--- src/rtl/key_debouncer_pkg.sv ---
// key_debouncer_pkg
//   Shared definitions for the push-button input blocks.
//   - kd_state_t : 2-bit debouncer FSM state encoding
//                  (IDLE=0, DB_PRESS=1, HELD=2, DB_RELEASE=3)
//   - KD_*_DEF   : default tick-count constants shared with other input blocks
package key_debouncer_pkg;

  typedef enum logic [1:0] {
    ST_IDLE       = 2'd0,
    ST_DB_PRESS   = 2'd1,
    ST_HELD       = 2'd2,
    ST_DB_RELEASE = 2'd3
  } kd_state_t;

  localparam int KD_STABLE_TICKS_DEF = 4;
  localparam int KD_HOLD_TICKS_DEF   = 50;
  localparam int KD_REPEAT_TICKS_DEF = 10;
  localparam int KD_CNT_W_DEF        = 8;

endpackage

--- src/rtl/key_debouncer_edge_detect_rise.sv ---
// edge_detect_rise
//   Turns a level signal into a one-clock pulse on its rising edge.
//   Used to derive the debouncer sample tick from the divider's level output;
//   reusable by any other consumer of that divider.
// Ports
//   clk   in  1  system clock
//   rst   in  1  synchronous active-high reset (clears the delay flop)
//   d     in  1  level input
//   pulse out 1  d & ~d_delayed
module edge_detect_rise (
  input  logic clk,
  input  logic rst,
  input  logic d,
  output logic pulse
);

  logic r_d;

  always_ff @(posedge clk) begin
    if (rst) begin
      r_d <= 1'b0;
    end else begin
      r_d <= d;
    end
  end

  // Delay flop resets to 0, so a level already high at reset release
  // produces a pulse in the first cycle after reset.
  assign pulse = d & ~r_d;

endmodule

--- src/rtl/key_debouncer.sv ---
// key_debouncer
//   Debounces one raw push-button and produces press, release and
//   auto-repeat strobes for the game-control logic.
// Parameters
//   STABLE_TICKS   agreeing sample ticks needed to accept a press/release
//   HOLD_TICKS     held ticks before the first repeat
//   REPEAT_TICKS   ticks between later repeats (0 disables repeat)
//   KEY_ACTIVE_LOW 1: key_raw=0 means pressed
//   CNT_W          counter width (2**CNT_W > all tick counts)
// Ports
//   clk         in  1  system clock
//   rst         in  1  synchronous active-high reset
//   tick_in     in  1  divider level output, rising edge = sample tick
//   key_raw     in  1  asynchronous button pin
//   key_level   out 1  debounced pressed level
//   key_press   out 1  one-cycle strobe on accepted press
//   key_release out 1  one-cycle strobe on accepted release
//   key_repeat  out 1  one-cycle strobe on auto-repeat while held
module key_debouncer
  import key_debouncer_pkg::*;
#(
  parameter int STABLE_TICKS   = KD_STABLE_TICKS_DEF,
  parameter int HOLD_TICKS     = KD_HOLD_TICKS_DEF,
  parameter int REPEAT_TICKS   = KD_REPEAT_TICKS_DEF,
  parameter bit KEY_ACTIVE_LOW = 1'b0,
  parameter int CNT_W          = KD_CNT_W_DEF
) (
  input  logic clk,
  input  logic rst,
  input  logic tick_in,
  input  logic key_raw,
  output logic key_level,
  output logic key_press,
  output logic key_release,
  output logic key_repeat
);

  localparam logic [CNT_W-1:0] C_STABLE = CNT_W'(STABLE_TICKS);
  localparam logic [CNT_W-1:0] C_HOLD   = CNT_W'(HOLD_TICKS);
  localparam logic [CNT_W-1:0] C_REPEAT = CNT_W'(REPEAT_TICKS);
  localparam logic [CNT_W-1:0] C_ONE    = CNT_W'(1);

  function automatic logic [CNT_W-1:0] sat_inc(input logic [CNT_W-1:0] x);
    return (x == '1) ? x : x + C_ONE;
  endfunction

  logic             r_sync1;
  logic             r_sync2;
  logic             w_k;
  logic             w_tick;
  kd_state_t        r_state;
  kd_state_t        w_state_nxt;
  logic [CNT_W-1:0] r_db_cnt;
  logic [CNT_W-1:0] w_db_nxt;
  logic [CNT_W-1:0] w_db_inc;
  logic [CNT_W-1:0] r_hold_cnt;
  logic [CNT_W-1:0] w_hold_nxt;
  logic [CNT_W-1:0] r_rep_cnt;
  logic [CNT_W-1:0] w_rep_nxt;
  logic             r_level;
  logic             r_press;
  logic             r_release;
  logic             r_repeat;
  logic             w_level_nxt;
  logic             w_press_nxt;
  logic             w_release_nxt;
  logic             w_repeat_nxt;

  // ---- stage: input conditioning (sync + tick edge) ----
  always_ff @(posedge clk) begin
    if (rst) begin
      r_sync1 <= 1'b0;
      r_sync2 <= 1'b0;
    end else begin
      r_sync1 <= key_raw;
      r_sync2 <= r_sync1;
    end
  end

  assign w_k = r_sync2 ^ KEY_ACTIVE_LOW;

  edge_detect_rise u_tick_edge (
    .clk   (clk),
    .rst   (rst),
    .d     (tick_in),
    .pulse (w_tick)
  );

  assign w_db_inc = r_db_cnt + C_ONE;

  // ---- stage: FSM next-state / registered outputs ----
  always_comb begin
    w_state_nxt   = r_state;
    w_db_nxt      = r_db_cnt;
    w_hold_nxt    = r_hold_cnt;
    w_rep_nxt     = r_rep_cnt;
    w_press_nxt   = 1'b0;
    w_release_nxt = 1'b0;
    w_repeat_nxt  = 1'b0;

    case (r_state)
      ST_IDLE: begin
        if (w_k) begin
          w_state_nxt = ST_DB_PRESS;
          w_db_nxt    = '0;
        end
      end

      // A mismatch takes priority over a coincident tick.
      ST_DB_PRESS: begin
        if (!w_k) begin
          w_state_nxt = ST_IDLE;
          w_db_nxt    = '0;
        end else if (w_tick) begin
          w_db_nxt = w_db_inc;
          if (w_db_inc == C_STABLE) begin
            w_state_nxt = ST_HELD;
            w_press_nxt = 1'b1;
            w_db_nxt    = '0;
            w_hold_nxt  = '0;
            w_rep_nxt   = '0;
          end
        end
      end

      ST_HELD: begin
        if (!w_k) begin
          w_state_nxt = ST_DB_RELEASE;
          w_db_nxt    = '0;
        end else if (w_tick) begin
          w_hold_nxt = sat_inc(r_hold_cnt);
          if ((r_hold_cnt < C_HOLD) && (w_hold_nxt == C_HOLD)) begin
            w_repeat_nxt = 1'b1;
            w_rep_nxt    = '0;
          end else if ((REPEAT_TICKS != 0) && (r_hold_cnt >= C_HOLD)) begin
            // Saturated hold_cnt stays >= HOLD, so the cadence keeps running.
            w_rep_nxt = r_rep_cnt + C_ONE;
            if (w_rep_nxt == C_REPEAT) begin
              w_repeat_nxt = 1'b1;
              w_rep_nxt    = '0;
            end
          end
        end
      end

      // hold_cnt/rep_cnt are left untouched so a release glitch resumes the cadence.
      ST_DB_RELEASE: begin
        if (w_k) begin
          w_state_nxt = ST_HELD;
          w_db_nxt    = '0;
        end else if (w_tick) begin
          w_db_nxt = w_db_inc;
          if (w_db_inc == C_STABLE) begin
            w_state_nxt   = ST_IDLE;
            w_release_nxt = 1'b1;
            w_db_nxt      = '0;
          end
        end
      end

      default: begin
        w_state_nxt = ST_IDLE;
        w_db_nxt    = '0;
      end
    endcase

    w_level_nxt = (w_state_nxt == ST_HELD) || (w_state_nxt == ST_DB_RELEASE);
  end

  // ---- stage: state and output registers ----
  always_ff @(posedge clk) begin
    if (rst) begin
      r_state    <= ST_IDLE;
      r_db_cnt   <= '0;
      r_hold_cnt <= '0;
      r_rep_cnt  <= '0;
      r_level    <= 1'b0;
      r_press    <= 1'b0;
      r_release  <= 1'b0;
      r_repeat   <= 1'b0;
    end else begin
      r_state    <= w_state_nxt;
      r_db_cnt   <= w_db_nxt;
      r_hold_cnt <= w_hold_nxt;
      r_rep_cnt  <= w_rep_nxt;
      r_level    <= w_level_nxt;
      r_press    <= w_press_nxt;
      r_release  <= w_release_nxt;
      r_repeat   <= w_repeat_nxt;
    end
  end

  assign key_level   = r_level;
  assign key_press   = r_press;
  assign key_release = r_release;
  assign key_repeat  = r_repeat;

endmodule

--- config.mk ---
export PLATFORM = sky130hd
export DESIGN_NAME = key_debouncer
export DESIGN_NICKNAME = d
export VERILOG_FILES = /design/src/rtl/key_debouncer_pkg.sv /design/src/rtl/key_debouncer_edge_detect_rise.sv /design/src/rtl/key_debouncer.sv
export SDC_FILE = /design/constraint.sdc
export NUM_CORES = 1
export LEC_CHECK = 0
export ABC_AREA = 0
export BUFFER_PORTS_ARGS = -buffer_cell sky130_fd_sc_hd__buf_2
export CORE_MARGIN = 2
export CORE_UTILIZATION = 60
export DETAILED_ROUTE_END_ITERATION = 8
export GPL_TIMING_DRIVEN = 0
export PLACE_DENSITY = 0.86
export SYNTH_ARGS = -nofsm -noshare
export SYNTH_HDL_FRONTEND = slang
export SYNTH_SLANG_ARGS = --single-unit
export TNS_END_PERCENT = 1
--- constraint.sdc ---
create_clock -name clk -period 2.5 [get_ports clk]
set_clock_uncertainty 0.05 [all_clocks]
set_input_delay 0.625 -clock clk [delete_from_list [all_inputs] [get_ports clk]]
set_output_delay 0.625 -clock clk [all_outputs]
set_load 0.02 [all_outputs]
Word level (Yosys, flattened, before mapping)

Index checks and enable logic that the tools add are counted.

Add/sub/neg operators: 3
Order comparisons: 2
Eq/ne operators: 17
Multiplexer cells: 34
Bitwise gates (word level): 7
Reduce and logical (&&, ||, !) cells: 10

Operators by type and width:

| operator                                                                            | count |
|---|---|
| 8-bit two-way mux                                                                   | 17 |
| 8-bit one-hot mux with 2 select lines                                               | 2 |
| 8-bit one-hot mux with 4 select lines                                               | 1 |
| 8-bit by 1-bit adder with 8-bit output, second input constant                       | 3 |
| 2-bit two-way mux                                                                   | 8 |
| 2-bit != test, second input constant                                                | 5 |
| 2-bit equality test, second input constant                                          | 4 |
| 8-bit by 3-bit equality test with 1-bit output, second input constant               | 1 |
| 8-bit by 4-bit equality test with 1-bit output, second input constant               | 1 |
| 8-bit by 6-bit equality test with 1-bit output, second input constant               | 1 |
| 8-bit equality test, second input constant                                          | 1 |
| 8-bit by 6-bit greater-or-equal comparator with 1-bit output, second input constant | 1 |
| 8-bit by 6-bit less-than comparator with 1-bit output, second input constant        | 1 |
| 2-bit one-hot mux with 4 select lines                                               | 1 |
| 7-bit AND reduction                                                                 | 1 |
| 1-bit inverter                                                                      | 6 |
| 6-bit AND reduction                                                                 | 1 |
| 3-bit OR reduction                                                                  | 2 |
| 1-bit two-way mux                                                                   | 5 |
| 2-bit by 1-bit != test with 1-bit output, second input constant                     | 2 |
| 4-bit OR reduction                                                                  | 1 |
| 3-bit != test, second input constant                                                | 1 |
| 2-bit by 1-bit equality test with 1-bit output, second input constant               | 1 |
| 2-bit logical NOT                                                                   | 1 |
| other kinds (5)                                                                     | 5 |

Bits in registers: 33
Bits of input ports: 4
Output and inout bits: 4
Word-level logic and storage cells: 84

Logic depth before layout (Yosys ltp)

Gate-level depths: netlist of the first run.

Depth after elaboration: 8
Mapped depth: 8
Depth with buffers taken out: 8

Cells and area by module

A second synthesis of the first run with hierarchy kept.

Cell total of the unflattened synthesis: 215
Area, all modules: 1806.7 µm²

By module, submodules not included:

| module           | instances | cells each | area each (µm²) | seq. area each (µm²) |
|---|---|---|---|---|
| key_debouncer    | 1         | 212        | 1759.2          | 640.6 |
| edge_detect_rise | 1         | 3          | 47.5            | 20.0 |

Worst setup path before layout of the first run

OpenSTA, ideal clock, no wires.

Path type: flip-flop to flip-flop
From: register r_hold_cnt[1]
To: register r_rep_cnt[3]
Setup time: 0.073 ns
Arrival time: 2.115 ns
Data required time: 2.377 ns
Path slack: 0.262 ns
Stages on the path, launching flop included: 9
Path buffers: 1
Clock period less this slack: 2.238 ns
Cells stage by stage: dfxtp_1 > ha_1 > nand3_2 > or2_4 > o2111a_1 > o21ai_1 > buf_4 > or4b_1 > o211ai_2

Word-level cells in the longest chain between the ends: 8
Elaborated cells on any way between the ends: 13
Classes of those cells: add/sub: 1; order compare: 2; eq/ne: 3; mux: 5; reduce/logical: 2

RTL lines:

| what                                                                                 | line                 | source |
|---|---|---|
| from (decl)                                                                          | key_debouncer.sv:56  | `logic [CNT_W-1:0] r_hold_cnt;` |
| from (signal assigned)                                                               | key_debouncer.sv:184 | `r_hold_cnt <= w_hold_nxt;` |
| 8-bit by 1-bit adder with 8-bit output / 8-bit equality test (equally long branches) | key_debouncer.sv:44  | `return (x == '1) ? x : x + C_ONE;` |
| 8-bit two-way mux                                                                    | key_debouncer.sv:44  |  |
| 8-bit by 6-bit equality test with 1-bit output                                       | key_debouncer.sv:132 | `if ((r_hold_cnt < C_HOLD) && (w_hold_nxt == C_HOLD)) begin` |
| 1-bit logical AND                                                                    | key_debouncer.sv:132 |  |
| 8-bit two-way mux                                                                    | key_debouncer.sv:132 |  |
| 8-bit two-way mux                                                                    | key_debouncer.sv:130 | `end else if (w_tick) begin` |
| 8-bit two-way mux                                                                    | key_debouncer.sv:127 | `if (!w_k) begin` |
| 8-bit one-hot mux with 2 select lines                                                | key_debouncer.sv:101 | `case (r_state)` |
| to (signal assigned)                                                                 | key_debouncer.sv:185 | `r_rep_cnt <= w_rep_nxt;` |
| to (decl)                                                                            | key_debouncer.sv:58  | `logic [CNT_W-1:0] r_rep_cnt;` |

Several ways; a longest one is shown, not always the timed one. The select of a mux whose other input is x is not followed.
A chain may end at the register's enable or synchronous reset.

Worst setup path after layout of the first run

Ends and elaborated chain as after synthesis.

==> results.cfg, run 1 <==
[place]
post-place-ws_ps = -175
routabilityCongestion = 0.887
dp_hpwl_um = 3100
dp.cells = 286
port_buffers = 7

[drt]
vias = 1828
drc = 0
vias_per_cell = 6.22
wl_per_cell_um = 15.0
wirelength_um = 4410
drt_pre_antenna_iters = 5
drt-initial-drc-count = 96
ant_nets = 0

[timing]
worstMarginPinSlew_ps = 840
fmax_mhz = 420
slew_viol_final = 0
setup_tns_ps = 0
timing.final.ws_setup_ps = 117
finalCritPeriodShare_pct = 95.3
finalHoldViolCount = 0
finalSetupViolCount = 0
grt_setup_unrepaired = no
post-route-min-period_ps = 2380
maxSlewHeadroom_pct = 43.2

[grt]
grt_pass1_wl_um = 7370
grt_pass1_vias = 1627
grt_max_degree = 12
grt.overflow.total = 0
antenna_found_initial = 0
grt_usage_pct = 27.0

[clock_network]
clk_root_buffer_cell = clkbuf_4
cts.clk_slew.worst_paths_ps = 120
cts_buffer_depth = 2
cts-buffers-inserted = 5
ctsHtreeMaxLevel = 2
ctsHoldBuffers = 0
worstSkewPairLatency_ps = 350
cts_tree = done
cts_num_sinks = 32

[setup_path]
crit_path_max_incr_delay_ps = 460
crit_family = simple AND/OR/NAND/NOR gates
reg2reg_slack_ps = 120
crit_start = r_hold_cnt[1]
crit_chain = ha_4, nand3_2, or2_4, o2111a_1, o21ai_1, buf_4, or4b_1, o211ai_2
critPathLaunchType = flop
reg2reg_depth = 8
cp_num_buf_inv = 1
critPathCapture = r_rep_cnt[3]
cp_num_cells = 8
crit_path_top_delay_cell = or4b_1
r2r_end = r_rep_cnt[3]
critPathArrivalTime_ps = 2630
cp-end-kind = flop
path_class = flop to flop
cp_max_fo = 10
critPathRequiredTime_ps = 2740
regToRegStartpoint = r_hold_cnt[1]

[synthesis]
ys_seq_elements = 32
synth.largest_area_cell = dfxtp_1
synthDistinctLibCells = 53
synth_top_area_share_pct = 33.4
seq_area_frac_synth_pct = 33.4
ys_warn_count = 0
synth-edff-count = 0
syn_avg_cell_area_sq_um = 8.17
ys_top_cells_by_count = dfxtp_1, nor2_1, nand3_1, a21oi_1, nand2_1
async_flop_share_pct = 0
synth.net_count = 244
synthCells = 235
netlist_area_sq_um = 1920
yosysMostFrequentCell = dfxtp_1
synth_flop_cell = dfxtp_1
synthTopCellsByArea = dfxtp_1, nand3_1, nor2_1, a21oi_1, ha_1

[run_status]
outcome = completed

[cells_and_area]
diodes = 0
fin_util_pct = 68.8
stdcell_count = 294
fillCellCount = 244
nNetsFinal = 258
drive_above_1_share_pct = 15.2
syn2layout_area_growth_pct = 9.39

[power]
p_total_w = 0.000848
power.density_nw_per_um2 = 404
vdd_drop_max_uv = 327
p_leak_nw = 0.741

[hold_path]
hp-class = flop to flop

[floorplanning]
ios = 8
die_w_um = 60.6
die_area_sq_um = 3670
die_y_um = 60.6
initial_core_util_pct = 62.9
coreArea_sq_um = 3050
fp-row-count = 20

[job]
maxCapViolCount = 0
==> layer usage <==
layer	routed length [um]	share of wire [%]	GRT usage, %	vias up
met3	269	6.1	7.46	13
met1	2000	45	35.4	855
li1	-	-	-	898
met4	103	2.3	11.5	0
met2	2040	46	41.8	62
met5	0	0	0	-
==> repair_timing <==
item                       in CTS  in global routing
setup endpoints to repair       3                  5
buffers inserted                0                  0
gates resized for setup         3                  5
pin swaps                       0                  0
==> flip-flops by register name, summed over array words and instances (netlist names) <==
| signal | cells |
|---|---|
| key_level | 1 |
| key_release | 1 |
| r_state | 1 |
| key_repeat | 1 |
| r_sync1 | 1 |
| r_rep_cnt | 8 |
| key_press | 1 |
| r_sync2 | 1 |
| r_db_cnt | 8 |
| u_tick_edge.r_d | 1 |
| r_hold_cnt | 8 |
==> worst min-delay path by stage <==
stage | cells past startpoint | slack [ps] | from | end
floorplan | 1 | 360 | r_sync1 | r_sync2
global placement | 1 | 370 | r_sync1 | r_sync2
detailed placement | 1 | 380 | r_sync1 | r_sync2
CTS | 1 | 410 | r_sync1 | r_sync2
global route | 2 | 420 | key_raw | r_sync1
finish | 1 | 400 | r_sync1 | r_sync2
==> placed cells by master (no fill, tap or decap), types with 2 or more instances in the layout <==
master | synthesis | routed
or4b_1 | 2 | 2
nor2_1 | 24 | 24
o21ai_1 | 3 | 2
a211oi_1 | 3 | 3
dfxtp_2 | 0 | 2
dfxtp_1 | 32 | 30
nand3_1 | 20 | 20
nand4b_1 | 5 | 5
ha_1 | 5 | 4
clkbuf_4 | 0 | 5
mux2i_1 | 4 | 4
xor2_1 | 3 | 3
and3_1 | 4 | 4
a21oi_1 | 16 | 16
clkbuf_1 | 4 | 4
xnor2_1 | 4 | 4
or3_1 | 2 | 2
nor2b_1 | 9 | 9
nand2_1 | 13 | 13
nor4_1 | 3 | 3
nand4_1 | 9 | 9
clkinv_2 | 0 | 2
nor3_1 | 7 | 7
nand3b_1 | 2 | 2
inv_1 | 7 | 7
buf_4 | 4 | 4
buf_2 | 3 | 10
o21a_1 | 3 | 3
nor3b_1 | 2 | 2
nor4b_1 | 3 | 3
nand2b_1 | 5 | 5
o21ai_0 | 9 | 9
==> worst reg2reg max path, cell delays in order, from the launching register on <==
cell      delay (ps)
dfxtp_2          440
ha_4             200
nand3_2          140
or2_4            300
o2111a_1         180
o21ai_1          250
buf_4            220
or4b_1           460
o211ai_2          80
==> cell families (layout without fill, tap and decap cells) <==
| kind of cell | Yosys count | in the layout | synth area share [%] |
|---|---|---|---|
| xor gates and xnor gates | 7 | 7 | 3.19 |
| buffers and inverters | 18 | 33 | 4.50 |
| DFF | 32 | 32 | 33.4 |
| adders and majority gates | 5 | 5 | 3.26 |
| AOI/OAI and AO/OA | 48 | 48 | 16.5 |
| and+or+nand+nor | 121 | 121 | 37.1 |
| muxes | 4 | 4 | 2.09 |
==> per-stage QoR <==
stage / area, sq um / hold slack, ps
after global routing: 2100 / 418
after floorplan: 1920 / 364
final: 2100 / 403
after global placement: 2010 / 369
after CTS: 2080 / 410
after detailed placement: 2010 / 384
==> layout make-up <==
cell class	count	area, sq um	area share (%)
repair buffers	7	35.0	1.67
flip-flops and latches	32	643	30.6
well taps	44	55.1	2.62
clock buffers	5	37.5	1.79
multi-input cells	185	1220	58.3
plain buffers	11	60.1	2.86
inverters	7	26.3	1.25
clock inverters	3	18.8	0.894
==> report_power, final <==
group,switching [W],internal (W)
sequential,0.00000204,0.000512
combinational,0.0000197,0.00000981
clock,0.000197,0.000108
No activity file was read; power rests on OpenSTA's default activity.
==> run 2, diff against run 1 <==
- CAP_MARGIN: not set -> 10
- CORE_UTILIZATION: 60 -> 61
- PLACE_DENSITY: 0.86 -> 0.87
==> results.cfg, run 2 (synthesized netlist as in run 1, its figures left out) <==
[cells_and_area]
drive_above_1_share_pct = 15.6
nNetsFinal = 258
fillCellCount = 241
diodes = 0
top_regs = r_db_cnt x8, r_hold_cnt x8, r_rep_cnt x8
final_common_cell = dfxtp_1
syn2layout_area_growth_pct = 9.91
final_cell_area_sq_um = 2110
final_cell_mix = dfxtp_1, nor2_1, nand3_1, a21oi_1, nand2_1

[grt]
grt_pass1_wl_um = 7030
grt_usage_pct = 25.7
grt_pass1_vias = 1635
antenna_found_initial = 0
grt_max_degree = 11
grt.overflow.total = 0

[timing]
post-route-min-period_ps = 2370
maxSlewHeadroom_pct = 40.4
finalHoldViolCount = 0
finalSetupViolCount = 0
hold_ws_ps = 424
finalCritPeriodShare_pct = 94.8
grt_setup_unrepaired = no
worstMarginPinSlew_ps = 882
slew_viol_final = 0
fmax_mhz = 422

[drt]
drc = 0
ant_nets = 0
vias_per_cell = 6.23
drt-initial-drc-count = 89
wirelength_um = 4300
drt_pre_antenna_iters = 4
vias = 1833
wl_per_cell_um = 14.6

[power]
power_frac_clock_pct = 37.2
swShare_pct = 24.4
seqPwrFrac_pct = 59.3
combPwrFrac_pct = 3.5
vdd_drop_max_uv = 431
switchingPower_w = 0.000212
power.density_nw_per_um2 = 411
p_leak_nw = 0.744
p_int_w = 0.000656

[clock_network]
ctsHtreeMaxLevel = 2
clk_root_buffer_cell = clkbuf_4
worstSkewPairLatency_ps = 350
cts_setup_buffers = 0
cts_buffer_depth = 2
cts.clk_slew.worst_paths_ps = 110
cts_num_sinks = 32
ctsHoldBuffers = 0
cts-buffers-inserted = 5
cts_tree = done

[setup_path]
cp_max_fo = 10
crit_chain = ha_4, nand3_2, or2_4, o2111a_1, o21ai_2, buf_4, or4b_1, o211ai_2
critPathLaunchType = flop
cp-end-kind = flop
critPathArrivalTime_ps = 2610
reg2reg_depth = 8
path_class = flop to flop
critPathRequiredTime_ps = 2740
crit_path_top_delay_cell = or4b_1
crit_path_max_incr_delay_ps = 470

[floorplanning]
die_w_um = 60.1
fp-row-count = 20
die_area_sq_um = 3610
ios = 8
initial_core_util_pct = 63.4
die_y_um = 60.1
coreArea_sq_um = 3030

[job]
maxCapViolCount = 0

[place]
postPlaceCellArea_sq_um = 2010
port_buffers = 7
dp_hpwl_um = 3000
routabilityCongestion = 0.898

[hold_path]
hold_depth = 1
hp-class = flop to flop

[run_status]
outcome = completed
## run 2: cell count changes in the layout (fill, tap and decap cells not counted)
cell / delta
a2111oi_1: -1
a2111oi_2: +1
clkbuf_8: +1
clkinv_4: -1
## run 2: through the flow
step	worst slack, ps	power, W	utilization (%)	std cells	setup TNS, ps
after global placement	-147	0.000555	66.4	286	-429
final	131	0.000868	69.7	294	0
after CTS	18.0	0.000870	68.5	294	0
after floorplan	262	0.000545	-	235	0
after global routing	3.28	0.000896	69.7	294	0
after detailed placement	-197	0.000556	66.4	286	-660
## run 2: final timing paths
path                       end  slack (ps)          start
setup / recovery  r_rep_cnt[3]         130  r_hold_cnt[1]
hold / removal         r_sync2         420        r_sync1
setup reg to reg  r_rep_cnt[3]         130  r_hold_cnt[1]
hold reg to reg        r_sync2         420        r_sync1
## run 2: power by group through the flow
stage                     clock [W]  combinational [W]  sequential, W
after global routing       0.000349          0.0000323       0.000515
final                      0.000323          0.0000302       0.000514
after global placement            0          0.0000286       0.000526
after detailed placement          0          0.0000295       0.000526
after floorplan                   0          0.0000194       0.000525
after CTS                  0.000326          0.0000297       0.000514
## run 2: routing by layer
| metal | track usage [%] | vias to the layer above | wire [um] |
|---|---|---|---|
| li1 | - | 899 | - |
| met1 | 31.4 | 858 | 1840 |
| met2 | 41.0 | 63 | 2030 |
| met3 | 6.49 | 13 | 308 |
| met4 | 14.0 | 0 | 120 |
| met5 | 0 | - | 0 |
## run 2: critical path: cells and delay by family (launching register included)
kind                       cells  cell delay [ps]
DFF                            1              440
adders and majority gates      1              200
and+or+nand+nor                3              900
buffers and inverters          1              220
AOI/OAI and AO/OA              3              520
## run 2: repair_timing
item,CTS,global route
gates resized for setup,2,7
gates cloned,0,0
setup endpoints to repair,2,5
## run 2: area by class of cell
class,instances,area (sq um),share of cell area [%]
clock inverter,2,10.0,0.474
timing repair buffer,7,35.0,1.66
tap,44,55.1,2.61
multi-input combinational,185,1230,58.2
sequential,32,643,30.5
inverter,7,26.3,1.25
buffer,11,60.1,2.85
clock buffer,6,51.3,2.43
==> run 3, diff against run 2 <==
- CTS_BUF_LIST: not set -> sky130_fd_sc_hd__clkbuf_16
==> results.cfg, run 3 (synthesized netlist as in run 1, its figures left out) <==
[drt]
vias = 1861
wirelength_um = 4510
drt_pre_antenna_iters = 4
vias_per_cell = 6.33
drt-initial-drc-count = 103
wl_per_cell_um = 15.3
drc = 0
ant_nets = 0

[timing]
hold_ws_ps = 417
timing.final.ws_setup_ps = 11.2
post-route-min-period_ps = 2490
finalHoldViolCount = 0
fmax_mhz = 402
finalSetupViolCount = 0
worstMarginPinSlew_ps = 534
slew_viol_final = 0
grt_setup_unrepaired = yes
finalCritPeriodShare_pct = 99.6
maxSlewHeadroom_pct = 64.4

[clock_network]
cts-buffers-inserted = 5
cts_tree = done
cts_num_sinks = 32
ctsHtreeMaxLevel = 2
ctsHoldBuffers = 0
clk_root_buffer_cell = clkbuf_16
worstSkewPairLatency_ps = 280
cts_buffer_depth = 2
cts_setup_buffers = 0
cts.clk_slew.worst_paths_ps = 50

[setup_path]
crit_path_top_delay_cell = or4b_1
crit_family = simple AND/OR/NAND/NOR gates
cp_max_fo = 10
critPathArrivalTime_ps = 2650
crit_chain = ha_2, nand3_2, or2_4, o2111a_1, o21ai_2, buf_4, or4b_1, o211ai_2
critPathRequiredTime_ps = 2660
path_class = flop to flop
cp-end-kind = flop
cp_num_buf_inv = 1
critPathLaunchType = flop
crit_path_max_incr_delay_ps = 460

[job]
maxCapViolCount = 0

[power]
power.density_nw_per_um2 = 516
vdd_drop_max_uv = 463
p_leak_nw = 0.775

[grt]
grt.overflow.total = 0
grt_pass1_wl_um = 7340
grt_usage_pct = 26.9
grt_max_degree = 11
antenna_found_initial = 0
grt_pass1_vias = 1660

[floorplanning]
coreArea_sq_um = 3030
die_area_sq_um = 3610
ios = 8
die_y_um = 60.1
die_w_um = 60.1
fp-row-count = 20
initial_core_util_pct = 63.4

[place]
post-place-ws_ps = -197
routabilityCongestion = 0.898
port_buffers = 7
dp_hpwl_um = 3000

[cells_and_area]
drive_above_1_share_pct = 16.0
diodes = 0
final_common_cell = dfxtp_1
nNetsFinal = 258
final_cell_mix = dfxtp_1, nor2_1, nand3_1, a21oi_1, nand2_1
fillCellCount = 220
syn2layout_area_growth_pct = 13.8
top_regs = r_db_cnt x8, r_hold_cnt x8, r_rep_cnt x8

[run_status]
outcome = completed

[hold_path]
hp-class = flop to flop
==> run 3: cell types whose count changed in the layout (fill, tap and decap cells not counted) <==
cell	delta
nor4b_1	-2
ha_4	-1
nor4b_2	+2
clkbuf_8	-1
ha_2	+1
clkbuf_4	-5
dfxtp_2	-1
clkbuf_16	+5
dfxtp_1	+1
clkinv_1	+1
o21ai_4	-1
o21ai_1	-1
o21ai_2	+2
==> run 3: report_power, final <==
| part | leakage, nW | switching [W] | internal [W] |
|---|---|---|---|
| clock | 0.0710 | 0.000219 | 0.000361 |
| sequential | 0.259 | 0.00000223 | 0.000513 |
| combinational | 0.445 | 0.0000209 | 0.00000981 |
==> run 3: worst register-to-register path, cell delays in order, from the launching register on <==
cell and delay [ps]:
dfxtp_1 440, ha_2 300, nand3_2 140, or2_4 300
o2111a_1 180, o21ai_2 250, buf_4 220, or4b_1 460
o211ai_2 80
==> run 3: worst paths after layout <==
| check | from | end | slack (ps) | cells after the start |
|---|---|---|---|---|
| worst max-delay path | r_hold_cnt[0] | r_rep_cnt[3] | 10 | 8 |
| worst min-delay path | r_sync1 | r_sync2 | 420 | 1 |
| worst max register to register | r_hold_cnt[0] | r_rep_cnt[3] | 10 | 8 |
| worst min register to register | r_sync1 | r_sync2 | 420 | 1 |
==> run 3: final cells by class <==
class	instances	area (sq um)	share of cell area [%]
clock buffers	5	125	5.73
flip-flops and latches	32	642	29.4
multi-input cells	185	1230	56.2
clock inverters	3	13.8	0.630
inverters	7	26.3	1.20
well taps	44	55.1	2.52
repair buffers	7	35.0	1.60
plain buffers	11	60.1	2.75
==> run 3: what timing repair did <==
action                                  CTS  global route
endpoints found under the setup margin    2             6
endpoints found under the hold margin     0             0
gates resized for setup                   2             7
pin swaps                                 0             1
==> run 3: metal layers <==
| metal | GRT usage [%] | part of all wire (%) | wire length [um] |
|---|---|---|---|
| met1 | 32.5 | 42 | 1900 |
| met5 | 0 | 0 | 0 |
| met3 | 8.01 | 5.4 | 245 |
| met4 | 11.1 | 2.7 | 122 |
| met2 | 44.4 | 50 | 2240 |
==> run 3: per-stage QoR <==
stage	total power [W]	util, %	std cells	instance area, sq um	setup TNS (ps)
after floorplan	0.000545	-	235	1920	0
after global placement	0.000555	66.4	286	2010	-429
after detailed placement	0.000556	66.4	286	2010	-660
after CTS	0.00113	71.1	294	2150	0
after global routing	0.00117	72.1	294	2180	-127
final	0.00113	72.1	294	2180	0
